===== config.mk =====
export PLATFORM = sky130hd
export DESIGN_NAME = uart_tx_fifo
export DESIGN_NICKNAME = d
export VERILOG_FILES = /design/src/rtl/uart_tx_fifo.sv
export SDC_FILE = /design/constraint.sdc
export NUM_CORES = 1
export LEC_CHECK = 0
export BUFFER_PORTS_ARGS = -buffer_cell sky130_fd_sc_hd__buf_2
export CAP_MARGIN = 20
export CELL_PAD_IN_SITES_DETAIL_PLACEMENT = 1
export CELL_PAD_IN_SITES_GLOBAL_PLACEMENT = 2
export CORE_MARGIN = 2
export CORE_UTILIZATION = 40
export CTS_BUF_LIST = sky130_fd_sc_hd__clkbuf_8
export DETAILED_ROUTE_END_ITERATION = 8
export PLACE_DENSITY_LB_ADDON = 0.2
export SYNTH_ARGS = -nofsm -noshare
export SYNTH_HDL_FRONTEND = slang
export SYNTH_SLANG_ARGS = --single-unit

===== constraint.sdc =====
create_clock -name clk -period 7.6 [get_ports clk]
set_input_delay 0.38 -clock clk [delete_from_list [all_inputs] [get_ports clk]]
set_output_delay 0.38 -clock clk [all_outputs]
set_load 0.05 [all_outputs]

===== src/rtl/uart_tx_fifo.sv =====
// UART transmitter fed by a small FIFO with a valid/ready write port.
// Frames are sent back-to-back while the FIFO holds data.
module uart_tx_fifo #(
  parameter int BAUD_DIV   = 10416,
  parameter int DATA_BITS  = 8,
  parameter int PARITY     = 0,
  parameter int STOP_BITS  = 1,
  parameter int FIFO_DEPTH = 4
) (
  input  logic                          clk,
  input  logic                          rst,
  input  logic                          in_valid,
  input  logic [DATA_BITS-1:0]          in_data,
  output logic                          in_ready,
  output logic                          tx,
  output logic                          busy,
  output logic [$clog2(FIFO_DEPTH):0]   fifo_level
);

  localparam int AW = $clog2(FIFO_DEPTH);
  localparam int CW = $clog2(BAUD_DIV);
  localparam logic [CW-1:0] CNT_LAST  = CW'(BAUD_DIV - 1);
  localparam logic [3:0]    LAST_DATA = 4'(DATA_BITS - 1);
  localparam logic [3:0]    LAST_STOP = 4'(STOP_BITS - 1);
  localparam logic [AW:0]   FULL_LVL  = (AW+1)'(FIFO_DEPTH);

  typedef enum logic [2:0] {S_IDLE, S_START, S_DATA, S_PARITY, S_STOP} state_t;

  state_t                state_q, state_n;
  logic [CW-1:0]         cnt_q, cnt_n;
  logic [3:0]            idx_q, idx_n;
  logic                  tx_q, tx_n;
  logic [DATA_BITS-1:0]  shift_q, shift_n;
  logic                  par_q, par_n;
  logic [DATA_BITS-1:0]  mem [FIFO_DEPTH];
  logic [AW-1:0]         wptr_q, rptr_q;
  logic [AW:0]           level_q;
  logic                  wr, pop, empty, full, bit_end;
  logic [DATA_BITS-1:0]  head;

  function automatic logic parity_of(input logic [DATA_BITS-1:0] w);
    if (PARITY == 1) return ~^w;
    else             return ^w;
  endfunction

  assign full       = (level_q == FULL_LVL);
  assign empty      = (level_q == '0);
  assign in_ready   = !full;
  assign wr         = in_valid && !full;
  assign head       = mem[rptr_q];
  assign bit_end    = (cnt_q == CNT_LAST);
  assign tx         = tx_q;
  assign fifo_level = level_q;
  assign busy       = (state_q != S_IDLE) || !empty;

  always_ff @(posedge clk or posedge rst) begin
    if (rst) begin
      state_q <= S_IDLE;
      cnt_q   <= '0;
      idx_q   <= '0;
      tx_q    <= 1'b1;
      wptr_q  <= '0;
      rptr_q  <= '0;
      level_q <= '0;
    end else begin
      state_q <= state_n;
      cnt_q   <= cnt_n;
      idx_q   <= idx_n;
      tx_q    <= tx_n;
      if (wr)  wptr_q <= wptr_q + AW'(1);
      if (pop) rptr_q <= rptr_q + AW'(1);
      case ({wr, pop})
        2'b10:   level_q <= level_q + (AW+1)'(1);
        2'b01:   level_q <= level_q - (AW+1)'(1);
        default: level_q <= level_q;
      endcase
    end
  end

  // Frame data and storage need no reset; control decides when they matter.
  always_ff @(posedge clk) begin
    shift_q <= shift_n;
    par_q   <= par_n;
    if (wr) mem[wptr_q] <= in_data;
  end

  always_comb begin
    state_n = state_q;
    cnt_n   = cnt_q + CW'(1);
    idx_n   = idx_q;
    tx_n    = tx_q;
    shift_n = shift_q;
    par_n   = par_q;
    pop     = 1'b0;
    case (state_q)
      S_IDLE: begin
        tx_n  = 1'b1;
        cnt_n = '0;
        if (!empty) begin
          pop     = 1'b1;
          shift_n = head;
          par_n   = parity_of(head);
          state_n = S_START;
          tx_n    = 1'b0;
        end
      end
      S_START: begin
        if (bit_end) begin
          state_n = S_DATA;
          cnt_n   = '0;
          idx_n   = '0;
          tx_n    = shift_q[0];
        end
      end
      S_DATA: begin
        if (bit_end) begin
          cnt_n = '0;
          if (idx_q == LAST_DATA) begin
            idx_n = '0;
            if (PARITY != 0) begin
              state_n = S_PARITY;
              tx_n    = par_q;
            end else begin
              state_n = S_STOP;
              tx_n    = 1'b1;
            end
          end else begin
            idx_n   = idx_q + 4'd1;
            shift_n = shift_q >> 1;
            tx_n    = shift_q[1];
          end
        end
      end
      S_PARITY: begin
        if (bit_end) begin
          state_n = S_STOP;
          cnt_n   = '0;
          idx_n   = '0;
          tx_n    = 1'b1;
        end
      end
      S_STOP: begin
        if (bit_end) begin
          cnt_n = '0;
          if (idx_q == LAST_STOP) begin
            idx_n = '0;
            // Chain straight into the next start bit when more data waits.
            if (!empty) begin
              pop     = 1'b1;
              shift_n = head;
              par_n   = parity_of(head);
              state_n = S_START;
              tx_n    = 1'b0;
            end else begin
              state_n = S_IDLE;
              tx_n    = 1'b1;
            end
          end else begin
            idx_n = idx_q + 4'd1;
          end
        end
      end
      default: begin
        state_n = S_IDLE;
        tx_n    = 1'b1;
      end
    endcase
  end

endmodule


Word level (Yosys, flattened, before mapping)
Memories as Yosys holds them, arrays and structs flattened. Cells that the tools add are included.

Register bits after elaboration: 37. RAM bits: 32. Bits of input ports: 11. Output and inout bits: 6. Memories kept: 1.

Memory list: mem (depth 4, width 8, rd ports 1, clocked after Yosys merged registers in 0, write ports 1, line 35) `logic [DATA_BITS-1:0] mem [FIFO_DEPTH];`.

Add/subtract/negate cells: 6. Eq/ne operators: 18. Mux-type cells: 38. Reductions and logical operators: 17.

Operators by type and width (number): $mux 8 (5); $pmux 14 s2 (1); $pmux 8 s3 (1); $mux 3 (7); $mux 4 (5); $ne 2x2->1 const B (8); $pmux 3 s5 (1); $add 14x1->14 const B (1); $eq 14x14->1 const B (1); $mux 14 (1); $mux 1 (13); $pmux 4 s3 (1); $reduce_and 5->1 (2); $reduce_bool 3->1 (3); $reduce_and 7->1 (1); $eq 3x2->1 const B (2); $eq 3x3->1 const B (2); $logic_not 3->1 (2); $pmux 3 s2 (1); $pmux 1 s5 (1); $add 2x1->2 const B (2); $add 4x1->4 const B (1); $eq 4x3->1 const B (1); $logic_not 4->1 (1); 14 further kinds (15).

Logic depth before layout (Yosys ltp)
Gate-level depths: netlist (run 1).

Depth after elaboration: 7. Depth in mapped cells: 11. Mapped depth without buffers: 11.

Least setup slack after synthesis (run 1)
No wires, ideal clock.

Path type: flip-flop to flip-flop. From: register level_q[2] (netlist: fifo_level[2]). To: register level_q[2] (netlist: fifo_level[2]). Arrival time: 2672 ps. Data required time: 7518 ps. Setup slack: 4846 ps. Cell stages (with the launch flop): 10. Path buffers: 0. Clock period less this slack: 2754 ps. Path through: dfrtp_1 > nand3_1 > and2_1 > inv_1 > ha_1 > inv_1 > fa_1 > xor2_1 > nor2_1 > xor2_1.

Elaborated cells between the ends (all ways): 14. Classes of those cells: add/sub: 2; eq/ne: 3; mux: 5; reduce/logical: 4.

RTL lines: start: declaration (line 37) `logic [AW:0] level_q;`; start signal: assignment (line 73) `2'b10: level_q <= level_q + (AW+1)'(1);`; start signal: assignment (line 74) `2'b01: level_q <= level_q - (AW+1)'(1);`; start signal: assignment (line 75) `default: level_q <= level_q;`; $eq 3x3->1 * (line 46) `assign full = (level_q == FULL_LVL);`; $logic_not 1->1 *; net in_ready (line 14) `output logic in_ready,`; $logic_and 1x1->1 * (line 49) `assign wr = in_valid && !full;`; $eq 2x1->1 / $eq 2x2->1 (equally long branches) (line 72) `case ({wr, pop})`; $pmux 3 s2 / $reduce_bool 2->1 (equally long branches).

The timed path passes the listed nets; every way through them passes the cells marked *. A chain may end at the register's enable or synchronous reset.

Worst setup path after layout (run 1)
From: register idx_q[1]. To: register level_q[2] (netlist: fifo_level[2]).

Word-level cells in the longest chain between the ends: 6. Elaborated cells between the ends (all ways): 8. Classes of those cells: eq/ne: 2; mux: 4; reduce/logical: 2.

Ends and longest elaborated chain: start: declaration (line 31) `logic [3:0] idx_q, idx_n;`; start signal: assignment (line 68) `idx_q <= idx_n;`; $logic_not 4->1 * (line 145) `if (idx_q == LAST_STOP) begin`; $mux 1 * (line 145); $mux 1 * (line 143) `if (bit_end) begin`; $pmux 1 s2 * (line 95) `case (state_q)`; net pop (line 38) `logic wr, pop, empty, full, bit_end;`; $eq 2x1->1 / $eq 2x2->1 (equally long branches) (line 72); $pmux 3 s2 / $reduce_bool 2->1 (equally long branches).

Marks and branches as above.

==> results.json, run 1 <==
{
  "status": "complete, no violations",
  "antenna_found_initial": 0,
  "p_per_area_nw_per_um2": 278,
  "vias": 1903,
  "syn_area_sq_um": 3170,
  "post_drt_wl_per_cell_um": 17.4,
  "finalCoreUtilization_pct": 46.6,
  "yosysSeqAreaShare_pct": 60.8,
  "placed_cells_incl_taps": 348,
  "yosysWarnings": 0,
  "netlist_instances": 238,
  "startpoint_type": "flip-flop",
  "ant_nets": 0,
  "die-area_sq_um": 8650,
  "clk_pin_slew_ns": 0.07,
  "fin_skew_ns": 0.00480,
  "start_util_pct": 41.2,
  "dpl_cell_area_sq_um": 3350,
  "synth-async-reset-ratio_pct": 42.0,
  "fmax_ghz": 0.357,
  "cts_max_path_buffers": 2,
  "hold_violations": 0,
  "period_share_pct": 36.8,
  "grt_pass1_vias": 2017,
  "synth.distinct_cells": 45,
  "cts_tree": "built",
  "worstPathMaxFanout": 4,
  "fill_cells": 819,
  "grt_max_degree": 30,
  "slew_headroom_pct": 42.0,
  "cts_hold_buf": 0,
  "core_region_area_sq_um": 7690,
  "ys_ff_latch": 69,
  "stdcell_count": 363,
  "min_path_type": "in2async",
  "end_kind": "flip-flop",
  "drt_iter0_drc": 123,
  "synth_edf_count": 40,
  "fin_crit_ns": 2.80,
  "rr_endpoint": "fifo_level[2]$_DFFE_PP0P_",
  "cts_buffers": 9,
  "drive_gt1_share_pct": 16.5,
  "post-cts-setup-buffers": 0,
  "syn_nets": 258,
  "drt-total-wl_um": 6300,
  "p_leak_nw": 1.42,
  "nets": 277,
  "endpoint": "fifo_level[2]$_DFFE_PP0P_",
  "layout_commonest_cell": "edfxtp_1",
  "route.detailed.drc": 0,
  "design.portCount": 17,
  "dr.pass1.iters": 4,
  "irDropWorstVdd_uv": 239,
  "worstSetupPathType": "reg2reg",
  "die_w_um": 93.0,
  "critPathRequiredTime_ns": 7.86,
  "num_rows": 32,
  "grt_pass1_wl_um": 10600,
  "drv_slew": 0,
  "clkLatencyLatePin_ns": 0.33,
  "rsz0062_at_grt": "false",
  "gr-total-overflow": 0,
  "ctsHtreeMaxLevel": 3,
  "most-common-layout-cells": "40 x edfxtp_1, 28 x dfrtp_1, 20 x nor2_1",
  "cts-root-buf": "clkbuf_8",
  "yosys.area.top_type": "edfxtp_1",
  "setup_viol": 0,
  "die_y_um": 93.0,
  "regArea_sq_um": 1930,
  "worst_pin_slew_ns": 0.863,
  "place_hpwl_um": 4480,
  "critPathLaunch": "idx_q[1]$_DFFE_PP0P_",
  "yosys-top-cells-area": "edfxtp_1 38%, dfrtp_1 22%, mux4_2 5.7%",
  "maxCapViolCount": 0,
  "worst_r2r_path_depth": 11,
  "r2r_slack_ns": 4.80,
  "io_buffers": 16,
  "multi_input_area_sq_um": 1150,
  "syn_area_per_cell_sq_um": 13.3,
  "cts_sinks": 69,
  "syn_to_final_growth_pct": 13.0,
  "synth_top_area_share_pct": 37.9,
  "ctsResizeCount": 0,
  "setup_tns_ns": 0,
  "place_congestion": 0.739,
  "antenna_cells": 0,
  "synth-main-ff-cell": "edfxtp_1",
  "viasPerCell": 5.24,
  "grt_usage_pct": 16.3,
  "final_area_sq_um": 3580,
  "crit_arrival_ns": 3.05,
  "worstReg2RegStart": "idx_q[1]$_DFFE_PP0P_"
}
-- area by class of cell --
type                            instances  area share, %
Clock inverter                          6           3.11
Inverter                               13           1.36
Timing Repair Buffer                   17           2.44
Sequential cell                        69           53.8
Multi-Input combinational cell        147           32.2
Clock buffer                            9           3.46
Tap cell                              102           3.56
-- metrics by stage --
step                      power (mW)  hold slack [ns]  setup WS (ns)
after floorplan                0.601            0.424           4.85
after global placement         0.647            0.436           5.01
after detailed placement       0.653            0.445           4.85
after CTS                       1.01            0.130           4.75
after global routing            1.04            0.135           4.56
final                          0.996            0.128           4.80
-- routing by layer --
| metal | track usage, % | up-vias | share of wire [%] |
|---|---|---|---|
| met1 | 22.7 | 961 | 49 |
| met5 | 0 | - | 0 |
| li1 | - | 919 | - |
| met3 | 4.27 | 4 | 2.0 |
| met2 | 24.8 | 19 | 48 |
| met4 | 6.25 | 0 | 1.0 |
-- report_power, final --
group	switching (mW)	internal [mW]	total, mW
Clock	0.136	0.217	0.352
Combinational	0.114	0.0558	0.170
Sequential	0.0207	0.453	0.474
-- how the worst min path moves through the flow --
stage	start	to	slack, ns	depth (start not counted)
6_report	rst	rptr_q[0]$_DFFE_PP0P_	0.13	3
3_5_place_dp	cnt_q[0]$_DFF_PP0_	cnt_q[0]$_DFF_PP0_	0.44	1
2_1_floorplan	cnt_q[0]$_DFF_PP0_	cnt_q[0]$_DFF_PP0_	0.42	1
3_3_place_gp	cnt_q[0]$_DFF_PP0_	cnt_q[0]$_DFF_PP0_	0.44	1
5_1_grt	rst	cnt_q[1]$_DFF_PP0_	0.14	3
4_1_cts	rst	rptr_q[0]$_DFFE_PP0P_	0.13	3
-- sequential cells by signal, indices dropped and copies added (netlist names) --
| register | count |
|---|---|
| mem | 32 |
| cnt_q | 14 |
| shift_q | 8 |
| idx_q | 4 |
| fifo_level | 3 |
| state_q | 3 |
| rptr_q | 2 |
| wptr_q | 2 |
| tx | 1 |
-- worst max-delay path, cell delays in order (launching register included) --
cell and delay, ns:
dfrtp_1 0.42, inv_1 0.09, ha_1 0.16, nor4b_1 0.26
nand4_1 0.23, a21oi_1 0.39, ha_1 0.26, inv_1 0.06
fa_1 0.39, xor2_1 0.16, nor2_1 0.12, xor2_1 0.16
-- synth_stat cells, types with 3 or more instances --
master / n
xnor2_1: 5
and4_1: 3
nor2_1: 20
a22o_1: 7
buf_2: 3
nand3_1: 9
a21oi_1: 3
and3_1: 5
o21ai_0: 6
xor2_1: 13
inv_1: 13
edfxtp_1: 40
nor3_1: 6
and2_1: 4
clkbuf_1: 6
nand2_1: 11
o21bai_1: 3
nand4_1: 4
ha_1: 8
mux4_2: 8
dfrtp_1: 28
-- cell families (layout without fill, tap and decap cells) --
| kind of cell | count (synthesis) | count (layout) | synth area share [%] |
|---|---|---|---|
| muxes | 10 | 10 | 6.32 |
| xor gates and xnor gates | 18 | 18 | 4.97 |
| adders and majority gates | 10 | 10 | 4.11 |
| buffers and inverters | 22 | 45 | 2.72 |
| DFF | 69 | 69 | 60.8 |
| and+or+nand+nor | 78 | 78 | 13.9 |
| AOI/OAI and AO/OA | 31 | 31 | 7.15 |
Note: power is estimated with default switching activity, not from simulation.
==> run 2, diff against run 1 <==
- clock period: 7.6 -> 2.5 ns (I/O delays scaled with it)
==> results.json, run 2 (same netlist as run 1, synthesis figures left out) <==
{
  "status": "complete, no violations",
  "cts_sinks": 69,
  "hold_slack_ns": 0.0160,
  "route.detailed.drc": 0,
  "post_drt_wl_per_cell_um": 16.9,
  "worstPathMaxFanout": 4,
  "worstSetupPathType": "reg2reg",
  "hp-start": "in_data[0]",
  "startpoint_type": "flip-flop",
  "design.portCount": 17,
  "drt_iter0_drc": 130,
  "most-common-layout-cells": "40 x edfxtp_1, 28 x dfrtp_1, 20 x nor2_1",
  "num_rows": 32,
  "cts-root-buf": "clkbuf_8",
  "nets": 300,
  "grt_usage_pct": 16.9,
  "rr_endpoint": "fifo_level[2]$_DFFE_PP0P_",
  "final_area_sq_um": 3750,
  "top_regs": "mem: 32 flops, cnt_q: 14 flops, shift_q: 8 flops",
  "fill_cells": 821,
  "cts_buffers": 9,
  "drt-total-wl_um": 6510,
  "core_region_area_sq_um": 7690,
  "place_congestion": 0.761,
  "top_register": "mem",
  "syn_to_final_growth_pct": 18.4,
  "grt_pass1_wl_um": 11000,
  "clkLatencyLatePin_ns": 0.34,
  "die-area_sq_um": 8650,
  "crit_arrival_ns": 2.55,
  "fin_skew_ns": 0.00568,
  "slew_headroom_pct": 61.1,
  "drive_gt1_share_pct": 21.8,
  "maxCapViolCount": 0,
  "largest_reg_flops": 32,
  "vias": 2033,
  "place_hpwl_um": 4570,
  "holdPathEnd": "mem[3][0]$_DFFE_PP_",
  "period_share_pct": 91.3,
  "grt_max_degree": 30,
  "cts_tree": "built",
  "whs_path_depth": 1,
  "min_path_type": "in2reg",
  "worstReg2RegStart": "cnt_q[0]$_DFF_PP0_",
  "worst_pin_slew_ns": 0.584,
  "hold_violations": 0,
  "dpl_cell_area_sq_um": 3460,
  "start_util_pct": 41.2,
  "die_w_um": 93.0,
  "regArea_sq_um": 1930,
  "critPathRequiredTime_ns": 2.77,
  "fmax_ghz": 0.438,
  "setup_viol": 0,
  "irDropWorstVdd_uv": 431,
  "io_buffers": 16,
  "fin_crit_ns": 2.28,
  "p_per_area_nw_per_um2": 764,
  "layout_commonest_cell": "edfxtp_1",
  "ctsHtreeMaxLevel": 3,
  "viasPerCell": 5.27,
  "dr.pass1.iters": 4,
  "antenna_cells": 0,
  "ant_nets": 0,
  "grt_pass1_vias": 2178,
  "die_y_um": 93.0,
  "drv_slew": 0,
  "worst_r2r_path_depth": 10,
  "cts_max_path_buffers": 2,
  "r2r_slack_ns": 0.22,
  "clk_pin_slew_ns": 0.07,
  "antenna_found_initial": 0,
  "finalPower_mw": 2.87,
  "gr-total-overflow": 0,
  "multi_input_area_sq_um": 1180,
  "end_kind": "flip-flop",
  "setup_tns_ns": 0,
  "p_leak_nw": 1.51
}
run 2: worst max-delay path: stages (launching register included):
cell and delay (ns):
dfrtp_1 0.36, ha_1 0.21, and4_4 0.26, nand4_1 0.16
a21oi_2 0.18, ha_1 0.20, inv_1 0.06, fa_1 0.38
xor2_1 0.15, nor2_1 0.11, xor2_1 0.15
run 2: cell type report:
cell class	count	share of cell area, %
timing repair buffer	40	7.47
clock buffer	9	3.30
inverter	13	1.30
tap	102	3.40
clock inverter	6	1.73
sequential	69	51.4
multi-input combinational	147	31.4
run 2: per-layer routing:
layer / vias up / share of wire [%] / GRT usage, %
met3: 8 / 2.6 / 3.38
li1: 972 / - / -
met1: 1028 / 50 / 24.6
met4: 0 / 1.8 / 7.35
met2: 25 / 45 / 24.6
met5: - / 0 / 0
run 2: metrics by stage:
stage | cells | setup slack (ns) | utilization, %
global placement | 362 | 0.165 | 45.1
floorplan | 238 | 0.0210 | -
detailed placement | 362 | 0.0877 | 45.1
CTS | 385 | 0.0639 | 48.6
global route | 386 | -0.0114 | 48.8
finish | 386 | 0.217 | 48.8
run 2: worst max-delay path by stage:
stage                              startpoint                   endpoint  slack [ns]
floorplan           fifo_level[2]$_DFFE_PP0P_  fifo_level[2]$_DFFE_PP0P_        0.02
global placement         idx_q[1]$_DFFE_PP0P_  fifo_level[2]$_DFFE_PP0P_        0.16
detailed placement       idx_q[1]$_DFFE_PP0P_  fifo_level[2]$_DFFE_PP0P_        0.09
CTS                      idx_q[1]$_DFFE_PP0P_  fifo_level[2]$_DFFE_PP0P_        0.06
global route               cnt_q[0]$_DFF_PP0_  fifo_level[2]$_DFFE_PP0P_       -0.01
finish                     cnt_q[0]$_DFF_PP0_  fifo_level[2]$_DFFE_PP0P_        0.22
run 2: what timing repair did:
action,in CTS,in global routing
gates resized for setup,0,4
setup buffers,0,1
hold buffers,8,0
hold endpoints to repair,56,0
setup endpoints to repair,0,1
run 2: power breakdown:
part | internal (mW) | leakage, nW | total [mW] | switching [mW]
combinational | 0.189 | 0.682 | 0.544 | 0.354
sequential | 1.38 | 0.736 | 1.44 | 0.0668
clock | 0.455 | 0.0950 | 0.880 | 0.425
total | 2.02 | 1.51 | 2.87 | 0.846
==> run 3, diff against run 2 <==
- ABC_AREA: unset -> 1
- CORE_UTILIZATION: 40 -> 36
==> results.json, run 3 <==
{
  "status": "complete, no violations",
  "synth-async-reset-ratio_pct": 42.0,
  "worst_pin_slew_ns": 0.498,
  "die_w_um": 102,
  "grt_usage_pct": 17.0,
  "cts_tree": "built",
  "fmax_ghz": 0.431,
  "synth_top_area_share_pct": 35.0,
  "timing.final.ws_setup_ns": 0.178,
  "min_path_type": "in2reg",
  "num_rows": 35,
  "io_buffers": 16,
  "irDropWorstVdd_uv": 492,
  "synth_edf_count": 40,
  "ctsHtreeMaxLevel": 3,
  "clk_pin_slew_ns": 0.08,
  "critPathRequiredTime_ns": 2.73,
  "cp_top_family": "adder cells",
  "startpoint_type": "flip-flop",
  "viasPerCell": 4.68,
  "crit_path_frequent_cell": "nand2_2",
  "synth.distinct_cells": 34,
  "start_util_pct": 37.1,
  "synth-main-ff-cell": "edfxtp_1",
  "syn_area_sq_um": 3430,
  "clkLatencyLatePin_ns": 0.35,
  "gr-total-overflow": 0,
  "route.detailed.drc": 0,
  "design.portCount": 17,
  "ant_nets": 0,
  "cp.buffers_inverters": 1,
  "switchingPower_mw": 1.88,
  "ys_ff_latch": 69,
  "drt_iter0_drc": 74,
  "cts_max_path_buffers": 2,
  "yosys-top-cells-area": "edfxtp_1 35%, dfrtp_1 20%, nand2_1 8.1%",
  "p_leak_nw": 1.70,
  "finalPower_mw": 4.42,
  "worstPathMaxFanout": 4,
  "syn_area_per_cell_sq_um": 9.24,
  "vias": 2578,
  "top_regs": "mem: 32 flops, cnt_q: 14 flops, shift_q: 8 flops",
  "power.share.clock_pct": 19.8,
  "crit_arrival_ns": 2.55,
  "yosysWarnings": 0,
  "cts_buffers": 9,
  "hold_slack_ns": 0.231,
  "layout_commonest_cell": "nand2_1",
  "end_kind": "flip-flop",
  "cts_sinks": 69,
  "p_per_area_nw_per_um2": 1090,
  "core_region_area_sq_um": 9240,
  "cts-root-buf": "clkbuf_8",
  "fin_skew_ns": 0.0115,
  "drt-total-wl_um": 7820,
  "grt_pass1_vias": 2743,
  "hold_violations": 0,
  "most-common-layout-cells": "74 x nand2_1, 57 x nor2_1, 40 x edfxtp_1",
  "synth_most_common_cell": "nand2_1",
  "final_area_sq_um": 4050,
  "yosysSeqAreaShare_pct": 56.2,
  "place_hpwl_um": 5560,
  "grt_pass1_wl_um": 13300,
  "maxCapViolCount": 0,
  "die-area_sq_um": 10300,
  "cp_slowest_cell": "dfrtp_1",
  "placed_cells_incl_taps": 520,
  "fin_crit_ns": 2.32,
  "period_share_pct": 92.9,
  "slew_headroom_pct": 66.7,
  "antenna_found_initial": 0,
  "top_register": "mem",
  "synthTopCellsByCount": "74 x nand2_1, 58 x nor2_1, 40 x edfxtp_1",
  "stdcell_count": 551,
  "netlist_instances": 371,
  "antenna_cells": 0,
  "cpPeakStageDelay_ns": 0.40,
  "worstSetupPathType": "reg2reg",
  "die_y_um": 102,
  "yosys.area.top_type": "edfxtp_1",
  "combPwrFrac_pct": 40.2,
  "preCtsSetupSlack_ns": 0.0503,
  "p_sw_share_pct": 42.7,
  "largest_reg_flops": 32,
  "setup_viol": 0,
  "crit_chain": "ha_2, nand2_2, nor2_4, nand3_1, nor2_2, nand3_2, nand2_2, ha_1, inv_1, fa_1, a21oi_1, o21ai_1, xnor2_1",
  "seq_power_share_pct": 40.1,
  "finalCoreUtilization_pct": 43.8,
  "drive_gt1_share_pct": 19.2,
  "drv_slew": 0,
  "dpl_cell_area_sq_um": 3710,
  "post_drt_wl_per_cell_um": 14.2,
  "rsz0062_at_grt": "false",
  "syn_to_final_growth_pct": 18.0,
  "grt_max_degree": 30,
  "place_congestion": 0.766,
  "dr.pass1.iters": 4,
  "p_int_mw": 2.53,
  "syn_nets": 391,
  "nets": 437,
  "setup_tns_ns": 0
}
[run 3: changes by cell type after synthesis, sizes merged, moves of 11 or more]
cell,delta
inv,+29
a21oi,+11
o21ai,+22
nor2,+45
nand2,+71
nand3,+19
[run 3: cell families (layout without fill, tap and decap cells)]
family / Yosys count / count (layout) / share of synthesized area, %
AOI/OAI and AO/OA: 53 / 53 / 8.36
and+or+nand+nor: 185 / 185 / 24.5
DFF: 69 / 69 / 56.2
xor gates and xnor gates: 6 / 6 / 1.53
adders and majority gates: 9 / 9 / 3.50
buffers and inverters: 49 / 100 / 5.84
[run 3: layer usage]
metal	vias to the layer above	GRT usage (%)	share of wire, %
li1	1318	-	-
met1	1237	22.6	49
met2	19	27.4	49
met3	4	3.73	1.7
met4	0	5.93	0.82
met5	-	0	0
[run 3: timing repair]
action,CTS,global route
setup buffers,0,6
hold endpoints to repair,60,0
hold buffers,9,0
gates resized for setup,0,4
setup endpoints to repair,0,2
[run 3: worst paths after layout]
| kind | from | endpoint | slack, ns | cells past startpoint |
|---|---|---|---|---|
| max | cnt_q[0]$_DFF_PP0_ | fifo_level[2]$_DFFE_PP0P_ | 0.18 | 13 |
| min reg2reg | tx$_DFFE_PP1P_ | tx$_DFFE_PP1P_ | 0.47 | 2 |
| max reg2reg | cnt_q[0]$_DFF_PP0_ | fifo_level[2]$_DFFE_PP0P_ | 0.18 | 13 |
| min | in_valid | wptr_q[0]$_DFFE_PP0P_ | 0.23 | 3 |
| max in group asynchronous | rst | tx$_DFFE_PP1P_ | 1.77 | 4 |
| min in group asynchronous | rst | cnt_q[4]$_DFF_PP0_ | 0.39 | 4 |
[run 3: worst min-delay path: stages]
cell and delay (ns):
buf_2 0.09, nand2_1 0.22, xor2_1 0.10
[run 3: power by group through the flow]
stage	sequential, mW	clock [mW]	combinational, mW
after floorplan	1.84	0	1.23
after global placement	1.79	0	1.73
after detailed placement	1.79	0	1.76
after CTS	1.77	0.909	1.79
after global routing	1.81	0.957	2.03
final	1.77	0.873	1.77
[run 3: cell type report]
cell class / count / area [sq um]
clock inverters: 7 / 62.6
multi-input cells: 253 / 1320
inverters: 42 / 158
fillers: 1080 / 5190
clock buffers: 9 / 124
well taps: 129 / 161
flip-flops and latches: 69 / 1930
repair buffers: 42 / 298
